`src/rtl/fifo_rd_stream.sv`:
```
// fifo_rd_stream: read-domain drain engine of the async FIFO.
// Synchronizes the write pointer, reads the 1-cycle-latency RAM and presents the words
// as a valid/ready stream through a 2-entry buffer. Also reports occupancy.
// Ports:
//   i_rd_clk / i_rd_rst   read clock, asynchronous active-low reset
//   i_wr_ptr_gray         raw write-domain Gray pointer (unsynchronized)
//   o_rd_ptr_gray         registered Gray read pointer back to the write domain
//   o_mem_rd_en/o_rd_addr RAM read strobe and address
//   i_mem_rd_data         RAM data, one cycle after the strobe
//   o_valid/o_data/i_ready output stream, pop = o_valid & i_ready
//   o_level/o_empty/o_almost_empty  words held in RAM, in flight and buffered
module fifo_rd_stream #(
    parameter int ADDR_SIZE  = 4,
    parameter int DATA_WIDTH = 8,
    parameter int AE_LEVEL   = 2
) (
    input  logic                  i_rd_clk,
    input  logic                  i_rd_rst,
    input  logic [ADDR_SIZE:0]    i_wr_ptr_gray,
    output logic [ADDR_SIZE:0]    o_rd_ptr_gray,
    output logic                  o_mem_rd_en,
    output logic [ADDR_SIZE-1:0]  o_rd_addr,
    input  logic [DATA_WIDTH-1:0] i_mem_rd_data,
    output logic                  o_valid,
    output logic [DATA_WIDTH-1:0] o_data,
    input  logic                  i_ready,
    output logic [ADDR_SIZE:0]    o_level,
    output logic                  o_empty,
    output logic                  o_almost_empty
);
    localparam int P = ADDR_SIZE + 1;

    logic [ADDR_SIZE:0]    r_wr_sync1, r_wr_sync2, r_rd_bin;
    logic [ADDR_SIZE:0]    w_wr_bin, w_rd_bin_nxt;
    logic                  r_in_flight;
    logic [1:0]            r_cnt;
    logic [DATA_WIDTH-1:0] r_buf0, r_buf1;
    logic                  w_pop, w_mem_empty;
    logic [1:0]            w_cnt_kept, w_pending;

    always_comb begin
        w_wr_bin = '0;
        for (int i = 0; i < P; i++) w_wr_bin[i] = ^(r_wr_sync2 >> i);
    end

    // o_rd_ptr_gray always equals gray(r_rd_bin), so emptiness compares it directly
    assign w_mem_empty  = (o_rd_ptr_gray == r_wr_sync2);
    assign w_pop        = o_valid & i_ready;
    assign w_cnt_kept   = r_cnt - {1'b0, w_pop};
    // buffer slots that will be occupied once the in-flight word lands
    assign w_pending    = w_cnt_kept + {1'b0, r_in_flight};
    assign o_mem_rd_en  = !w_mem_empty && (w_pending <= 2'd1);
    assign w_rd_bin_nxt = r_rd_bin + P'(1);
    assign o_rd_addr    = r_rd_bin[ADDR_SIZE-1:0];
    assign o_valid      = (r_cnt != 2'd0);
    assign o_data       = r_buf0;
    assign o_level      = (w_wr_bin - r_rd_bin) + P'(r_in_flight) + P'(r_cnt);
    assign o_empty      = (o_level == '0);
    assign o_almost_empty = (o_level <= P'(AE_LEVEL));

    always_ff @(posedge i_rd_clk or negedge i_rd_rst) begin
        if (!i_rd_rst) begin
            r_wr_sync1    <= '0;
            r_wr_sync2    <= '0;
            r_rd_bin      <= '0;
            o_rd_ptr_gray <= '0;
            r_in_flight   <= 1'b0;
            r_cnt         <= 2'd0;
            r_buf0        <= '0;
            r_buf1        <= '0;
        end else begin
            r_wr_sync1  <= i_wr_ptr_gray;
            r_wr_sync2  <= r_wr_sync1;
            r_in_flight <= o_mem_rd_en;
            r_cnt       <= w_pending;
            if (o_mem_rd_en) begin
                r_rd_bin      <= w_rd_bin_nxt;
                o_rd_ptr_gray <= w_rd_bin_nxt ^ (w_rd_bin_nxt >> 1);
            end
            if (w_pop) r_buf0 <= r_buf1;
            // the arriving word joins the tail behind whatever survives this pop
            if (r_in_flight) begin
                if (w_cnt_kept == 2'd0) r_buf0 <= i_mem_rd_data;
                else r_buf1 <= i_mem_rd_data;
            end
        end
    end
endmodule
```
`config.mk`:
```
export PLATFORM = sky130hd
export DESIGN_NAME = fifo_rd_stream
export DESIGN_NICKNAME = d
export VERILOG_FILES = /design/src/rtl/fifo_rd_stream.sv
export SDC_FILE = /design/constraint.sdc
export NUM_CORES = 1
export LEC_CHECK = 0
export ABC_CLOCK_PERIOD_IN_PS = 3500
export CORE_UTILIZATION = 30
export DETAILED_ROUTE_END_ITERATION = 8
export GPL_TIMING_DRIVEN = 0
export PLACE_DENSITY = 0.61
export SKIP_CTS_REPAIR_TIMING = 1
export SLEW_MARGIN = 20
export SYNTH_ARGS = -nofsm -noshare
export SYNTH_HDL_FRONTEND = slang
export SYNTH_SLANG_ARGS = --single-unit
```
`constraint.sdc`:
```
create_clock -name i_rd_clk -period 3.5 [get_ports i_rd_clk]
set_clock_uncertainty 0.15 [all_clocks]
set_input_delay 0.7 -clock i_rd_clk [delete_from_list [all_inputs] [get_ports i_rd_clk]]
set_output_delay 0.7 -clock i_rd_clk [all_outputs]
set_load 0.01 [all_outputs]
```
---- Word level (Yosys, flattened, before mapping) ----
Cells that the tools add are included.
Widths: inputs -> output; s select.
storage, ports and cells
  register bits ........................... 39
  input bits .............................. 16
  logic and storage cells ................. 34
cells by class
  add/subtract/negate cells ............... 6
  order comparisons ....................... 2
  equal/unequal tests ..................... 1
  muxes and demuxes ....................... 3
  bitwise gates (word level) .............. 3
  reduce and logical (&&, ||, !) cells .... 11
operators with widths
  operator             number
  $reduce_xor 5->1     5
  $mux 8               3
  $add 5x1->5          1
  $add 5x1->5 const B  1
  $add 5x2->5          1
  $eq 5x5->1           1
  $le 5x2->1 const B   1
  $logic_not 5->1      1
  $sub 5x5->5          1
  $xor 5x4->5          1
  $add 2x1->2          1
  $le 2x1->1 const B   1
  $logic_not 2->1      1
  $reduce_and 2->1     1
  $reduce_bool 2->1    1
  $sub 2x1->2          1
  $and 1x1->1          1
  $logic_and 1x1->1    1
  $logic_not 1->1      1
  $not 1->1            1

---- Longest topological paths before layout ----
  word-level depth ........................ 6
  gate-level depth with buffers ........... 12
  depth with buffers taken out ............ 11

---- Least setup slack after synthesis ----
No wires, ideal clock.
  kind .................................... reg2out
  start ................................... register r_wr_sync2[4]
  end ..................................... output port o_almost_empty
  data arrival time ....................... 2972 ps
  setup slack ............................. -322 ps
  cell stages (with the launch flop) ...... 12
  buffers on the path ..................... 0
  cells stage by stage .................... dfrtp_1 -> xor2_1 -> xor2_1 -> xor2_1 -> xnor2_1 -> fa_1 -> fa_1 -> inv_1 -> a21o_1 -> a21oi_1 -> xnor2_1 -> a2111oi_1
between the ends
  word-level cells in the longest chain between the ends .. 5
  elaborated cells between the ends (all ways) .. 9
  classes of those cells .................. add/sub: 3; order compare: 1; reduce/logical: 5
ends and longest elaborated chain
  element                 line  text
  start, declared         33    logic [ADDR_SIZE:0] r_wr_sync1, r_wr_sync2, r_rd_bin;
  start signal, assigned  73    r_wr_sync2 <= r_wr_sync1;
  $reduce_xor 5->1        43    for (int i = 0; i < P; i++) w_wr_bin[i] = ^(r_wr_sync2 >> i);
  $sub 5x5->5 (*)         57    assign o_level = (w_wr_bin - r_rd_bin) + P'(r_in_flight) + P'(r_cnt);
  $add 5x1->5 (*)         57
  $add 5x2->5 (*)         57
  net o_level[4]          27    output logic [ADDR_SIZE:0] o_level,
  $le 5x2->1 (*)          59    assign o_almost_empty = (o_level <= P'(AE_LEVEL));
  end, declared           29    output logic o_almost_empty
The timed path passes the listed nets; every way through them passes the cells marked *.

---- Worst setup path after layout ----
  start ................................... register r_wr_sync2[4]
  end ..................................... output port o_almost_empty
between the ends
  word-level cells in the longest chain between the ends .. 5
  elaborated cells between the ends (all ways) .. 9
  classes of those cells .................. add/sub: 3; order compare: 1; reduce/logical: 5
ends and longest elaborated chain
  element           line
  $reduce_xor 5->1  43
  $sub 5x5->5 (*)   57
  $add 5x1->5 (*)   57
  $add 5x2->5 (*)   57
  $le 5x2->1 (*)    59
Mark *: on every way between the ends. The rest lies on a longest branch, timed or not.

==> results.md <==
- The number of antenna violations at the first check in global routing is 0.
- The number of cells traversed by the worst register-to-register path is 11.
- The number of global-route vias before repair is 1,216.
- The starting DRC count in detailed routing is 26.
- During placement, the flow inserted port buffers numbering 41.
- In the synthesized netlist the async set-or-reset flop fraction comes to 1.00.
- The number of clock buffers added by TritonCTS is 5.
- The max-slew headroom at the worst pin is 0.638.
- The die extent in y is 80.3 um.
- Each instance of the synthesized netlist takes up on average 11.7 um2.
- The synthesized flop and latch total is 38.
- The share of layout cells above drive strength 1 is 0.259.
- The final net count is 243.
- The final critical-path required period is 3.97 ns.
- The worst slack at placement is -0.752 ns.
- The count of cell types in the netlist is 25.
- The DRC violation count after routing is 0.
- The achievable frequency is 252 MHz.
- At the pin with the least slew margin, the transition time is 0.543 ns.
- The die width is 80.3 um.
- The summed instance area of the synthesized netlist is 1840 um2.
- The clock transition at the register clock pins on the worst setup and hold paths after CTS is 0.07 ns.
- The final HPWL from detailed placement is 2.53 mm.
- Synthesis produced a netlist with a net count of 185.
- For the worst setup path, the data required time is 2.65 ns.
- From synthesis to final layout, the design area changed by 44.6%.
- For this run, the leading register cell type out of synthesis is dfrtp_1.
- The final design area excluding fillers is 2660 um2.
- After detailed routing, the number of vias per cell comes to 4.40.
- The number of core rows is 28.
- The number of clock sinks is 38.
- In the finished design, the share of the clock period the worst path needs comes to 1.14.
- 0 antenna diodes ended up in the layout.
- The final worst-path setup slack is -0.474 ns.
- The number of routed nets with antenna violations is 0.
- The number of inserted filler cells in the final layout is 553.
- In this run the count of I/O pins placed on the die edge is 42.
- The starting density of the core is 0.311.
- The total routing usage reported by global routing is 0.116.
- The tightest hold path in the finished design has a slack of 0.131 ns.
- The biggest area contributor in the post-synthesis netlist is dfrtp_1.
- The clock insertion delay at the later pin of the skew report is 0.29 ns.
- The critical path in this run is classified as flip-flop to primary output.
- Yosys printed 0 warnings.
- The launching point of the worst reg2reg path is r_cnt[1]$_DFF_PN0_.
- The worst flop-to-flop path endpoint is r_rd_bin[1]$_DFFE_PN0P_.
- The share of the synthesized area in the top cell type is 0.517.
- The final-report max-slew violation count was 0.
- The post-synthesis cell count is 157.
- The routed layout has 1,280 vias.
- The first-pass iteration count of the detailed router is 5.
- The maximum root-to-sink buffer count is 2.
- The most frequent cell after synthesis is dfrtp_1.
- The wire length of the first global-routing pass is 5.57 mm.
- The die covers 6450 um2.
- The TritonCTS clock tree is done.
- The maximum number of pins on one net before global-route repair is 29.
- In this run, synthesis inferred 0 flip-flops with an integrated enable.
- The routed design has 3.58 mm of wire.
- Counting instances in the post-synthesis netlist gives the leading cell types as dfrtp_1, xnor2_1, inv_1.
- The register area share after synthesis is 0.517.
- Data arrives at the worst endpoint at 3.12 ns.
- Setup violations remaining at the end of the flow were counted as 5.
- The routed wire length per instance is 12.3 um.
- The slack of the worst reg-to-reg path is 0.87 ns.
- The routability congestion estimate from global placement is 0.743.
- In the final layout, the multi-input gates occupy 926 um2.
- The number of hold violations in the final report was 0.
- The largest fanout on the critical path is 3.
- The checks that failed: setup timing.
- The flow ran to the end, but the final reports show violations.
- The count of max-cap constraint violations is 0.
- The total negative slack for setup checks is -1.31 ns.
- The master cell of the clock root buffer is clkbuf_8.
- The worst setup path is captured at a primary output.
- The final global-route overflow total is 0.
- The H-tree was split into 2 levels.
- In this run the worst hold path is classified as input pin to async pin.
- The flip-flop and latch area is 951 um2.
- STA classifies the critical path startpoint as a flip-flop.
- The floorplan step defined a core boundary enclosing 5920 um2.
- The placed instances occupy a cell area of 2400 um2.
- Sorting the synthesized cells by area gives the leading types as dfrtp_1, xnor2_1, ha_1.
- Setup repair after global routing could not meet its margin everywhere.
## area by class of cell
type | instances | share of cell area
clock buffer | 6 | 0.0311
sequential | 38 | 0.358
multi-input combinational | 101 | 0.348
inverter | 15 | 0.0212
buffer | 2 | 0.00282
timing repair buffer | 52 | 0.181
clock inverter | 2 | 0.0226
tap | 75 | 0.0353
## worst max path at each step
stage / startpoint / endpoint / slack (ns) / depth (start not counted)
4_1_cts: r_wr_sync2[3]$_DFF_PN0_ / o_almost_empty / -1.07 / 10
6_report: r_wr_sync2[4]$_DFF_PN0_ / o_almost_empty / -0.47 / 10
2_1_floorplan: r_wr_sync2[3]$_DFF_PN0_ / o_almost_empty / -0.02 / 9
3_5_place_dp: r_wr_sync2[3]$_DFF_PN0_ / o_almost_empty / -0.75 / 10
5_1_grt: r_wr_sync2[4]$_DFF_PN0_ / o_almost_empty / -0.67 / 13
3_3_place_gp: r_wr_sync2[3]$_DFF_PN0_ / o_almost_empty / -0.72 / 12
## cell families after synthesis
family,after synthesis,synth area share
adder cells (fa/ha/maj),12,0.0939
AND/OR/NAND/NOR,27,0.0660
AO/OA/AOI/OAI,20,0.0639
flip-flops,38,0.517
buffers and inverters,18,0.0374
multiplexers,17,0.0986
XOR/XNOR,25,0.123
## metal layers
layer	track usage	share of wire	vias up
met5	0	0	-
met4	0.0482	0.015	0
met3	0.0364	0.041	4
met2	0.183	0.50	29
met1	0.148	0.44	622
li1	-	-	625
## sequential cells by signal, indices dropped and copies added, names as in the netlist
signal and cells:
o_data 8, r_buf1 8, o_rd_ptr_gray 5, r_wr_sync1 5
r_wr_sync2 5, r_rd_bin 4, r_cnt 2, r_in_flight 1
## metrics by stage
step / std cells / util
finish: 291 / 0.449
global route: 291 / 0.449
floorplan: 157 / -
detailed placement: 274 / 0.406
global placement: 273 / 0.403
CTS: 282 / 0.430
## critical path, cell delays in order (launching register included)
cell and delay, ns:
dfrtp_1 0.42, xor2_2 0.23, xor2_2 0.22, xor2_2 0.21, fa_1 0.48, ha_1 0.30
a21o_1 0.17, a21oi_2 0.19, xnor2_2 0.13, a2111oi_4 0.32, buf_2 0.18
## placed cells by master, fill, tap and decap left out, drive strengths merged, types with 3 or more instances in the layout
master and count:
dfrtp 38, clkdlybuf4s50 32, buf 18, xnor2 17, inv 15, a21oi 12, nor2 10, nand2 10
mux2 9, ha 9, mux2i 8, clkbuf 8, xor2 8, o21ai 4, fa 3
Power is not shown: default switching activity piles up to over one toggle a cycle in this logic, so the estimate is an artifact.
